==> src/rtl/vga_pkg.sv <==
// Shared definitions for the VGA scan sequencer: phase encoding,
// coordinate width and the default 640x480@60 timing.
package vga_pkg;

   localparam int COORD_W = 10;

   localparam int DEF_H_ACTIVE = 640;
   localparam int DEF_H_FRONT  = 16;
   localparam int DEF_H_SYNC   = 96;
   localparam int DEF_H_BACK   = 48;
   localparam int DEF_V_ACTIVE = 480;
   localparam int DEF_V_FRONT  = 10;
   localparam int DEF_V_SYNC   = 2;
   localparam int DEF_V_BACK   = 33;

   typedef enum logic [1:0] {
      PH_ACT,
      PH_FP,
      PH_SYN,
      PH_BP
   } vga_phase_t;

   // Phase order is fixed: active, front porch, sync, back porch, then back to active.
   function automatic vga_phase_t nextPhase(input vga_phase_t p);
      vga_phase_t n;
      case (p)
         PH_ACT:  n = PH_FP;
         PH_FP:   n = PH_SYN;
         PH_SYN:  n = PH_BP;
         default: n = PH_ACT;
      endcase
      return n;
   endfunction

endpackage

==> src/rtl/vga_axis_seq.sv <==
// One scan axis: a four-phase FSM with a phase counter. The counter steps on
// each 'advance'; when it reaches the phase length minus one it clears and the
// FSM moves on. 'wrap' flags the advance that ends the back porch, which is
// what steps the other axis.
module vga_axis_seq
   import vga_pkg::*;
#(
   parameter int ACT_LEN = DEF_H_ACTIVE,
   parameter int FP_LEN  = DEF_H_FRONT,
   parameter int SYN_LEN = DEF_H_SYNC,
   parameter int BP_LEN  = DEF_H_BACK
) (
   input  logic               clk,
   input  logic               rst,
   input  logic               advance,
   output vga_phase_t         phase_o,
   output logic [COORD_W-1:0] count_o,
   output logic               wrap
);

   localparam logic [COORD_W-1:0] LAST_ACT = COORD_W'(ACT_LEN - 1);
   localparam logic [COORD_W-1:0] LAST_FP  = COORD_W'(FP_LEN - 1);
   localparam logic [COORD_W-1:0] LAST_SYN = COORD_W'(SYN_LEN - 1);
   localparam logic [COORD_W-1:0] LAST_BP  = COORD_W'(BP_LEN - 1);

   vga_phase_t         phase_q, phase_d;
   logic [COORD_W-1:0] count_q, count_d;
   logic [COORD_W-1:0] phaseLast;

   // Phase and counter registers; reset lands at the start of the active phase.
   always_ff @(posedge clk or posedge rst) begin
      if (rst) begin
         phase_q <= PH_ACT;
         count_q <= '0;
      end else begin
         phase_q <= phase_d;
         count_q <= count_d;
      end
   end

   // Next phase/count and the end-of-axis wrap strobe.
   always_comb begin
      phaseLast = LAST_ACT;
      phase_d   = phase_q;
      count_d   = count_q;
      wrap      = 1'b0;
      case (phase_q)
         PH_ACT:  phaseLast = LAST_ACT;
         PH_FP:   phaseLast = LAST_FP;
         PH_SYN:  phaseLast = LAST_SYN;
         default: phaseLast = LAST_BP;
      endcase
      if (advance) begin
         if (count_q == phaseLast) begin
            count_d = '0;
            phase_d = nextPhase(phase_q);
            wrap    = (phase_q == PH_BP);
         end else begin
            count_d = count_q + COORD_W'(1);
         end
      end
   end

   assign phase_o = phase_q;
   assign count_o = count_q;

endmodule

==> src/rtl/vga_timing_ctrl.sv <==
// VGA scan sequencer: horizontal and vertical phase FSMs, registered pixel
// coordinates / active window / line and frame pulses, and a second register
// stage that carries blanked colour and the active-low syncs so they leave
// the block together. Optional macro VGA_FRAME_COUNT_EN adds an 8-bit
// wrapping frame counter output 'frame_cnt'.
module vga_timing_ctrl
   import vga_pkg::*;
#(
   parameter int H_ACTIVE = DEF_H_ACTIVE,
   parameter int H_FRONT  = DEF_H_FRONT,
   parameter int H_SYNC   = DEF_H_SYNC,
   parameter int H_BACK   = DEF_H_BACK,
   parameter int V_ACTIVE = DEF_V_ACTIVE,
   parameter int V_FRONT  = DEF_V_FRONT,
   parameter int V_SYNC   = DEF_V_SYNC,
   parameter int V_BACK   = DEF_V_BACK
) (
   input  logic               clk,
   input  logic               rst,
   input  logic               pix_ce,
   output logic [COORD_W-1:0] x,
   output logic [COORD_W-1:0] y,
   output logic               de,
   output logic               line_start,
   output logic               frame_start,
   input  logic [3:0]         r_in,
   input  logic [3:0]         g_in,
   input  logic [3:0]         b_in,
   output logic [3:0]         r,
   output logic [3:0]         g,
   output logic [3:0]         b,
   output logic               hs,
   output logic               vs
`ifdef VGA_FRAME_COUNT_EN
   ,
   output logic [7:0]         frame_cnt
`endif
);

   localparam int H_TOTAL = H_ACTIVE + H_FRONT + H_SYNC + H_BACK;
   localparam int V_TOTAL = V_ACTIVE + V_FRONT + V_SYNC + V_BACK;

   // Every phase must last at least one step and an axis must fit the 10-bit counter.
   if (H_ACTIVE < 1 || H_FRONT < 1 || H_SYNC < 1 || H_BACK < 1 ||
       V_ACTIVE < 1 || V_FRONT < 1 || V_SYNC < 1 || V_BACK < 1 ||
       H_TOTAL > 1024 || V_TOTAL > 1024) begin : gBadTiming
      $error("vga_timing_ctrl: phase lengths must be >= 1 and axis totals <= 1024");
   end

   vga_phase_t         hPhase, vPhase;
   logic [COORD_W-1:0] hCnt, vCnt;
   logic               hWrap;
   logic               vWrapUnused;
   logic               hAct, vAct;

   logic [COORD_W-1:0] x_q, x_d, y_q, y_d;
   logic               de_q, de_d;
   logic               lineStart_q, lineStart_d;
   logic               frameStart_q, frameStart_d;
   logic               hSyn_q, hSyn_d, vSyn_q, vSyn_d;
   logic [3:0]         r_q, r_d, g_q, g_d, b_q, b_d;
   logic               hs_q, hs_d, vs_q, vs_d;

   vga_axis_seq #(
      .ACT_LEN (H_ACTIVE),
      .FP_LEN  (H_FRONT),
      .SYN_LEN (H_SYNC),
      .BP_LEN  (H_BACK)
   ) uHorz (
      .clk     (clk),
      .rst     (rst),
      .advance (pix_ce),
      .phase_o (hPhase),
      .count_o (hCnt),
      .wrap    (hWrap)
   );

   vga_axis_seq #(
      .ACT_LEN (V_ACTIVE),
      .FP_LEN  (V_FRONT),
      .SYN_LEN (V_SYNC),
      .BP_LEN  (V_BACK)
   ) uVert (
      .clk     (clk),
      .rst     (rst),
      .advance (hWrap),
      .phase_o (vPhase),
      .count_o (vCnt),
      .wrap    (vWrapUnused)
   );

   assign hAct = (hPhase == PH_ACT);
   assign vAct = (vPhase == PH_ACT);

   // Stage one follows the scan position; stage two applies blanking and sync one step later.
   always_comb begin
      x_d          = hAct ? hCnt : x_q;
      y_d          = vAct ? vCnt : y_q;
      de_d         = hAct && vAct;
      lineStart_d  = hAct && (hCnt == '0);
      frameStart_d = lineStart_d && vAct && (vCnt == '0);
      hSyn_d       = (hPhase == PH_SYN);
      vSyn_d       = (vPhase == PH_SYN);
      r_d          = de_q ? r_in : 4'h0;
      g_d          = de_q ? g_in : 4'h0;
      b_d          = de_q ? b_in : 4'h0;
      hs_d         = ~hSyn_q;
      vs_d         = ~vSyn_q;
   end

   // Output pipeline registers, all frozen while the pixel enable is low.
   always_ff @(posedge clk or posedge rst) begin
      if (rst) begin
         x_q          <= '0;
         y_q          <= '0;
         de_q         <= 1'b0;
         lineStart_q  <= 1'b0;
         frameStart_q <= 1'b0;
         hSyn_q       <= 1'b0;
         vSyn_q       <= 1'b0;
         r_q          <= 4'h0;
         g_q          <= 4'h0;
         b_q          <= 4'h0;
         hs_q         <= 1'b1;
         vs_q         <= 1'b1;
      end else if (pix_ce) begin
         x_q          <= x_d;
         y_q          <= y_d;
         de_q         <= de_d;
         lineStart_q  <= lineStart_d;
         frameStart_q <= frameStart_d;
         hSyn_q       <= hSyn_d;
         vSyn_q       <= vSyn_d;
         r_q          <= r_d;
         g_q          <= g_d;
         b_q          <= b_d;
         hs_q         <= hs_d;
         vs_q         <= vs_d;
      end
   end

`ifdef VGA_FRAME_COUNT_EN
   logic [7:0] frameCnt_q;

   // Frame counter steps on the same edge that raises the frame pulse.
   always_ff @(posedge clk or posedge rst) begin
      if (rst) begin
         frameCnt_q <= 8'd0;
      end else if (pix_ce && frameStart_d) begin
         frameCnt_q <= frameCnt_q + 8'd1;
      end
   end

   assign frame_cnt = frameCnt_q;
`endif

   assign x           = x_q;
   assign y           = y_q;
   assign de          = de_q;
   assign line_start  = lineStart_q && pix_ce;
   assign frame_start = frameStart_q && pix_ce;
   assign r           = r_q;
   assign g           = g_q;
   assign b           = b_q;
   assign hs          = hs_q;
   assign vs          = vs_q;

endmodule

==> config.mk <==
export PLATFORM = sky130hd
export DESIGN_NAME = vga_timing_ctrl
export DESIGN_NICKNAME = d
export VERILOG_FILES = /design/src/rtl/vga_pkg.sv /design/src/rtl/vga_axis_seq.sv /design/src/rtl/vga_timing_ctrl.sv
export SDC_FILE = /design/constraint.sdc
export NUM_CORES = 1
export LEC_CHECK = 0
export BUFFER_PORTS_ARGS = -buffer_cell sky130_fd_sc_hd__buf_2
export CORE_UTILIZATION = 35
export CTS_CLUSTER_SIZE = 10
export DETAILED_ROUTE_END_ITERATION = 10
export GPL_ROUTABILITY_DRIVEN = 0
export RECOVER_POWER = 100
export SLEW_MARGIN = 5
export SYNTH_ARGS = -nofsm -noshare
export SYNTH_HDL_FRONTEND = slang
export SYNTH_SLANG_ARGS = --single-unit
==> constraint.sdc <==
create_clock -name clk -period 3.8 [get_ports clk]
set_clock_uncertainty 0.05 [all_clocks]
set_input_delay 0.38 -clock clk [delete_from_list [all_inputs] [get_ports clk]]
set_output_delay 0.38 -clock clk [all_outputs]
set_load 0.02 [all_outputs]
# Word-level counts from Yosys, hierarchy flattened
# Cells that the tools add are included.
dict set report word_totals {
  regBits 63
  output_inout_bits 37
  elab_cells 52
}
dict set report op_classes {
  n_bitwise 2
  n_mux 11
  eq_ne 7
  n_addsub 2
  n_reduce_logical 14
}
# op n
set ops {}
lappend ops {{10-bit one-hot mux with 3 select lines} 1}
lappend ops {{9-bit one-hot mux with 3 select lines} 1}
lappend ops {{10-bit by 1-bit adder with 10-bit output (second input constant)} 2}
lappend ops {{10-bit zero test} 2}
lappend ops {{10-bit 2-to-1 mux} 2}
lappend ops {{4-bit 2-to-1 mux} 3}
lappend ops {{2-bit one-hot mux with 3 select lines} 2}
lappend ops {{10-bit equality test} 1}
lappend ops {{10-bit by 9-bit equality test with 1-bit output} 1}
lappend ops {{2-bit AND reduction} 4}
lappend ops {{2-bit equality test (second input constant)} 3}
lappend ops {{1-bit logical AND} 6}
lappend ops {{2-bit by 1-bit equality test with 1-bit output (second input constant)} 2}
lappend ops {{2-bit zero test} 2}
lappend ops {{1-bit 2-to-1 mux} 2}
lappend ops {{1-bit inverter} 2}

# Depth between registers and ports, before layout
dict set report logic_depth {
  ltp_word 6
  depth_mapped 9
}

# Cells and area by module
# From an unflattened synthesis, not the netlist that was laid out.
dict set report unflattened {
  hier_cells 269
  hier_area_um2 2975.4
}
# mod seq_area_each_um2 area_each_um2 cells_per_inst n_inst
set by_module_without_submodules {}
lappend by_module_without_submodules {vga_timing_ctrl 978.4 1596.5 131 1}
lappend by_module_without_submodules {{vga_axis_seq (uVert)} 300.3 710.7 73 1}
lappend by_module_without_submodules {{vga_axis_seq (uHorz)} 300.3 668.1 65 1}

# Worst setup path before layout
# Ideal clock, no wire load.
dict set report synth_timing {
  path_type {reg-to-reg}
  start {register uVert.phase_q[0], in the netlist uVert.phase_o[0]}
  end {register uVert.count_q[5], in the netlist uVert.count_o[5]}
  required_ns 3.624
  synth_period_minus_slack_ns 2.196
  slack_ns 1.604
  stages_incl_launch_ff 10
  t_arrival_ns 2.020
  path_cell_list {dfrtp_1 > inv_1 > ha_1 > clkbuf_1 > or4_1 > a21oi_1 > o2111ai_1 > buf_6 > and3_1 > a221o_1}
}
dict set report synth_via {
  elab_chain_len 4
  word_cells_on_any_way 6
  cone_classes {eq/ne (3); mux (2); reduce/logical (1)}
}
# item line
set synth_rtl {}
lappend synth_rtl {{from (decl)} vga_axis_seq.sv:26} ;# vga_phase_t phase_q, phase_d;
lappend synth_rtl {{from (signal assigned)} vga_axis_seq.sv:36} ;# phase_q <= phase_d;
lappend synth_rtl {{2-bit equality test, or another cell as far along} vga_axis_seq.sv:47} ;# case (phase_q)
lappend synth_rtl {{9-bit one-hot mux with 3 select lines *} vga_axis_seq.sv:47}
lappend synth_rtl {{10-bit by 9-bit equality test with 1-bit output *} vga_axis_seq.sv:54} ;# if (count_q == phaseLast) begin
lappend synth_rtl {{10-bit 2-to-1 mux *} vga_axis_seq.sv:54}
lappend synth_rtl {{to (signal assigned)} vga_axis_seq.sv:37} ;# count_q <= count_d;
lappend synth_rtl {{to (decl)} vga_axis_seq.sv:27} ;# logic [COORD_W-1:0] count_q, count_d;
# Mark *: on every way between the ends. The rest lies on a longest branch, timed or not.
# A chain may end at the register's enable or synchronous reset.

# Final worst setup path
dict set report layout_timing {
  start {register uHorz.phase_q[0], in the netlist uHorz.phase_o[0]}
  end {register uHorz.phase_q[1], in the netlist uHorz.phase_o[1]}
}
dict set report layout_via {
  elab_chain_len 4
  word_cells_on_any_way 7
  cone_classes {eq/ne (3); mux (2); reduce/logical (2)}
}
# item line
set layout_rtl {}
lappend layout_rtl {{from (decl)} vga_axis_seq.sv:26}
lappend layout_rtl {{from (signal assigned)} vga_axis_seq.sv:36}
lappend layout_rtl {{2-bit equality test, or another cell as far along} {vga_pkg.sv:26, vga_axis_seq.sv:47}}
lappend layout_rtl {{10-bit one-hot mux with 3 select lines} vga_axis_seq.sv:47}
lappend layout_rtl {{10-bit equality test} vga_axis_seq.sv:54}
lappend layout_rtl {{2-bit AND reduction (no line)} --}
# Several ways; a longest one is shown, not always the timed one.

==> flow_metrics.py <==
metrics = {
    "outcome": {
        "status": "finished, violations left",
        "violations": "capacitance limit, slew limit",
    },
    "finish": {
        "diodes": 0,
        "nets": 366,
        "drive_above_1_share_pct": 17.2,
        "area_growth_pct": 15.1,
        "fill_cells": 827,
    },
    "synth": {
        "synth_cells": 294,
        "ys_warn_count": 0,
        "synthesis.nets": 320,
        "async_reset_ff_share_pct": 100,
        "ys_seq_area_share_pct": 51.4,
        "yosysTopAreaCell": "dfrtp_1",
        "synth_edf_count": 0,
        "synth_ff_type": "dfrtp_1",
        "syn-cell-area_mm2": 0.00307,
        "synth_seq_cells": 63,
        "synth_cell_types": 46,
        "synth_area_leaders": "dfrtp_1 (50%), mux2_2 (7.7%), ha_1 (4.5%), nand2_1 (4.3%), o21ai_0 (4.2%)",
        "synth_top_area_share_pct": 49.7,
        "synth.avg_cell_area_um2": 10.5,
    },
    "worst_setup_path": {
        "worstPathArrival_ns": 3.19,
        "crit_type": "reg -> reg",
        "reg2reg_from": "uHorz.phase_o[0]$_DFFE_PP0P_",
        "critPathCaptureType": "flip-flop",
        "timing.critical_path.from": "uHorz.phase_o[0]$_DFFE_PP0P_",
        "worstSetupStartpointType": "flip-flop",
        "critical_path.max_fanout": 10,
        "crit_required_ns": 3.97,
        "max_stage_delay_ns": 0.86,
        "cp_slowest_cell": "a2111oi_0",
        "crit_chain": "inv_1 > ha_1 > xnor2_1 > a2111oi_0 > and2_0 > nand2_1 > mux2_2",
    },
    "cts": {
        "cts_resized": 0,
        "cts_hold_buf": 0,
        "clkSlewWorstSetupHoldPaths_ns": 0.07,
        "clkSinkCount": 63,
        "cts_tree": "done",
        "post_cts_buffers": 0,
        "insertion_delay_ns": 0.34,
        "ctsRootBufferMaster": "clkbuf_8",
        "clockBufferDepth": 2,
        "htreeDepth": 3,
        "cts_made_buffers": 9,
    },
    "floorplanning": {
        "die_w_um": 95.7,
        "num_rows": 33,
        "io_pins": 52,
        "core_mm2": 0.00834,
        "die-area_mm2": 0.00916,
        "start_util_pct": 36.9,
        "die_h_um": 95.7,
    },
    "routing": {
        "drtIter0Drc": 144,
        "drtAntennaViolNets": 0,
        "drt_pass1_iterations": 4,
        "drc": 0,
        "vias": 2202,
        "top_layer": "met4",
        "wl_met1_mm": 2.90,
        "wl_per_cell_um": 13.2,
        "wirelength_mm": 5.95,
        "routed-wl-met2_mm": 2.58,
        "post_drt_via_cell_ratio": 4.90,
        "wl_met3_um": 339,
    },
    "flow_run": {
        "cap_violations": 2,
    },
    "sta": {
        "rsz0062_at_grt": "no",
        "worstMarginPinSlew_ns": 1.80,
        "drv_slew": 90,
        "timing.hold.ws_ns": 0.194,
        "relSlewSlack_pct": -19.9,
        "min_period_over_period_pct": 79.5,
        "setup-tns-final_ns": 0,
        "setup_viol": 0,
        "report.final.hold_viol_count": 0,
        "fmax_ghz": 0.331,
        "finalCriticalPeriod_ns": 3.02,
    },
    "hold_path": {
        "min_from": "g_in[0]",
        "worstHoldPathType": "in -> reg",
    },
    "pwr": {
        "p_leak_nw": 1.68,
        "ir_drop_mv": 0.146,
        "power_density_mw_per_mm2": 437,
    },
    "global_route": {
        "grt_pass1_wl_mm": 10.1,
        "antenna_found_initial": 0,
        "grt_max_degree": 49,
        "grt_usage_pct": 14.7,
        "grt_pass1_vias": 2113,
        "grt.overflow.total": 0,
    },
    "place": {
        "io_buffer_count": 51,
        "hpwl_mm": 4.06,
    },
}
## kinds of logic (layout without fill, tap and decap cells)
group                    count (synthesis)  count (layout)  share of synthesized area [%]
AND/OR/NAND/NOR                         96              96                           16.3
AO/OA/AOI/OAI                           49              49                           10.9
XOR/XNOR                                 5               5                           1.42
adder cells (fa/ha/maj)                 11              11                           4.48
multiplexers                            26              26                           9.32
flip-flops                              63              63                           51.4
buffers and inverters                   44              94                           6.15
## synth_stat cells (all sizes together), types with 5 or more instances
cell type  number
nand4           5
mux2i           5
inv            27
nand3          10
dfrtp          61
o21ai          26
a21o            5
and3            7
nor2b           6
ha             11
nor3            6
clkbuf         11
nor2            9
buf             6
nand2          35
mux2           21
## cell usage in the layout (no fill, tap or decap), drive strengths merged, types with 5 or more instances in the layout
master	count
mux2i	5
clkbuf	48
and3	7
inv	27
nor2	9
nand4	5
buf	15
nand3	10
ha	11
nand2	35
nor2b	6
o21ai	26
dfrtp	61
nor3	6
a21o	5
mux2	21
## sequential cells by signal (all words and copies together), names as in the netlist, 2 cells and up
register and flops:
uHorz.count_o 10, uVert.count_o 10, x 10, y 10, b 4, g 4
r 4, uHorz.phase_o 2, uVert.phase_o 2
## report_power, final
group / switching (mW) / leakage [nW] / internal (mW)
clock network: 0.243 / 0.113 / 0.432
logic: 0.0618 / 0.732 / 0.0554
registers: 0.0535 / 0.838 / 0.702
total: 0.358 / 1.68 / 1.19
## worst max-delay path: cells and delay by family, from the launching register on
| kind | cells | cell delay (ns) |
|---|---|---|
| AND/OR/NAND/NOR | 2 | 0.71 |
| multiplexers | 1 | 0.36 |
| AO/OA/AOI/OAI | 1 | 0.86 |
| buffers and inverters | 1 | 0.09 |
| flip-flops | 1 | 0.38 |
| XOR/XNOR | 1 | 0.13 |
| adder cells (fa/ha/maj) | 1 | 0.33 |
## per-layer routing
metal / up-vias / global-route usage [%]
met3: 9 / 3.08
met4: 0 / 9.45
met5: - / 0
met2: 56 / 21.4
met1: 1038 / 19.7
li1: 1099 / -
## per-stage QoR
step	instance area (um2)	utilization (%)	power [mW]	worst slack [ns]	instances
2_1_floorplan	3070	-	0.859	1.60	294
3_3_place_gp	3380	40.5	0.891	1.26	434
3_5_place_dp	3380	40.5	0.894	1.17	434
4_1_cts	3610	43.2	1.58	1.16	449
5_1_grt	3540	42.4	1.63	0.572	449
6_report	3540	42.4	1.55	0.779	449
## final timing paths
check	end	slack, ns	cells past startpoint
max	uHorz.phase_o[1]$_DFFE_PP0P_	0.78	7
min	g[0]$_DFFE_PP0P_	0.19	3
max reg2reg	uHorz.phase_o[1]$_DFFE_PP0P_	0.78	7
min reg2reg	vs$_DFFE_PP1P_	0.37	1
max in group asynchronous	uVert.count_o[1]$_DFFE_PP0P_	1.64	3
min in group asynchronous	g[1]$_DFFE_PP0P_	0.56	2
## layout make-up
cell class | instances | area (um2) | area share (%)
clock buffer | 11 | 131 | 3.71
clock inverter | 4 | 95.1 | 2.69
inverter | 27 | 101 | 2.86
multi-input combinational | 187 | 1290 | 36.4
sequential | 63 | 1580 | 44.6
tap | 105 | 131 | 3.71
timing repair buffer | 52 | 214 | 6.04
(Power assumes the default switching activity.)
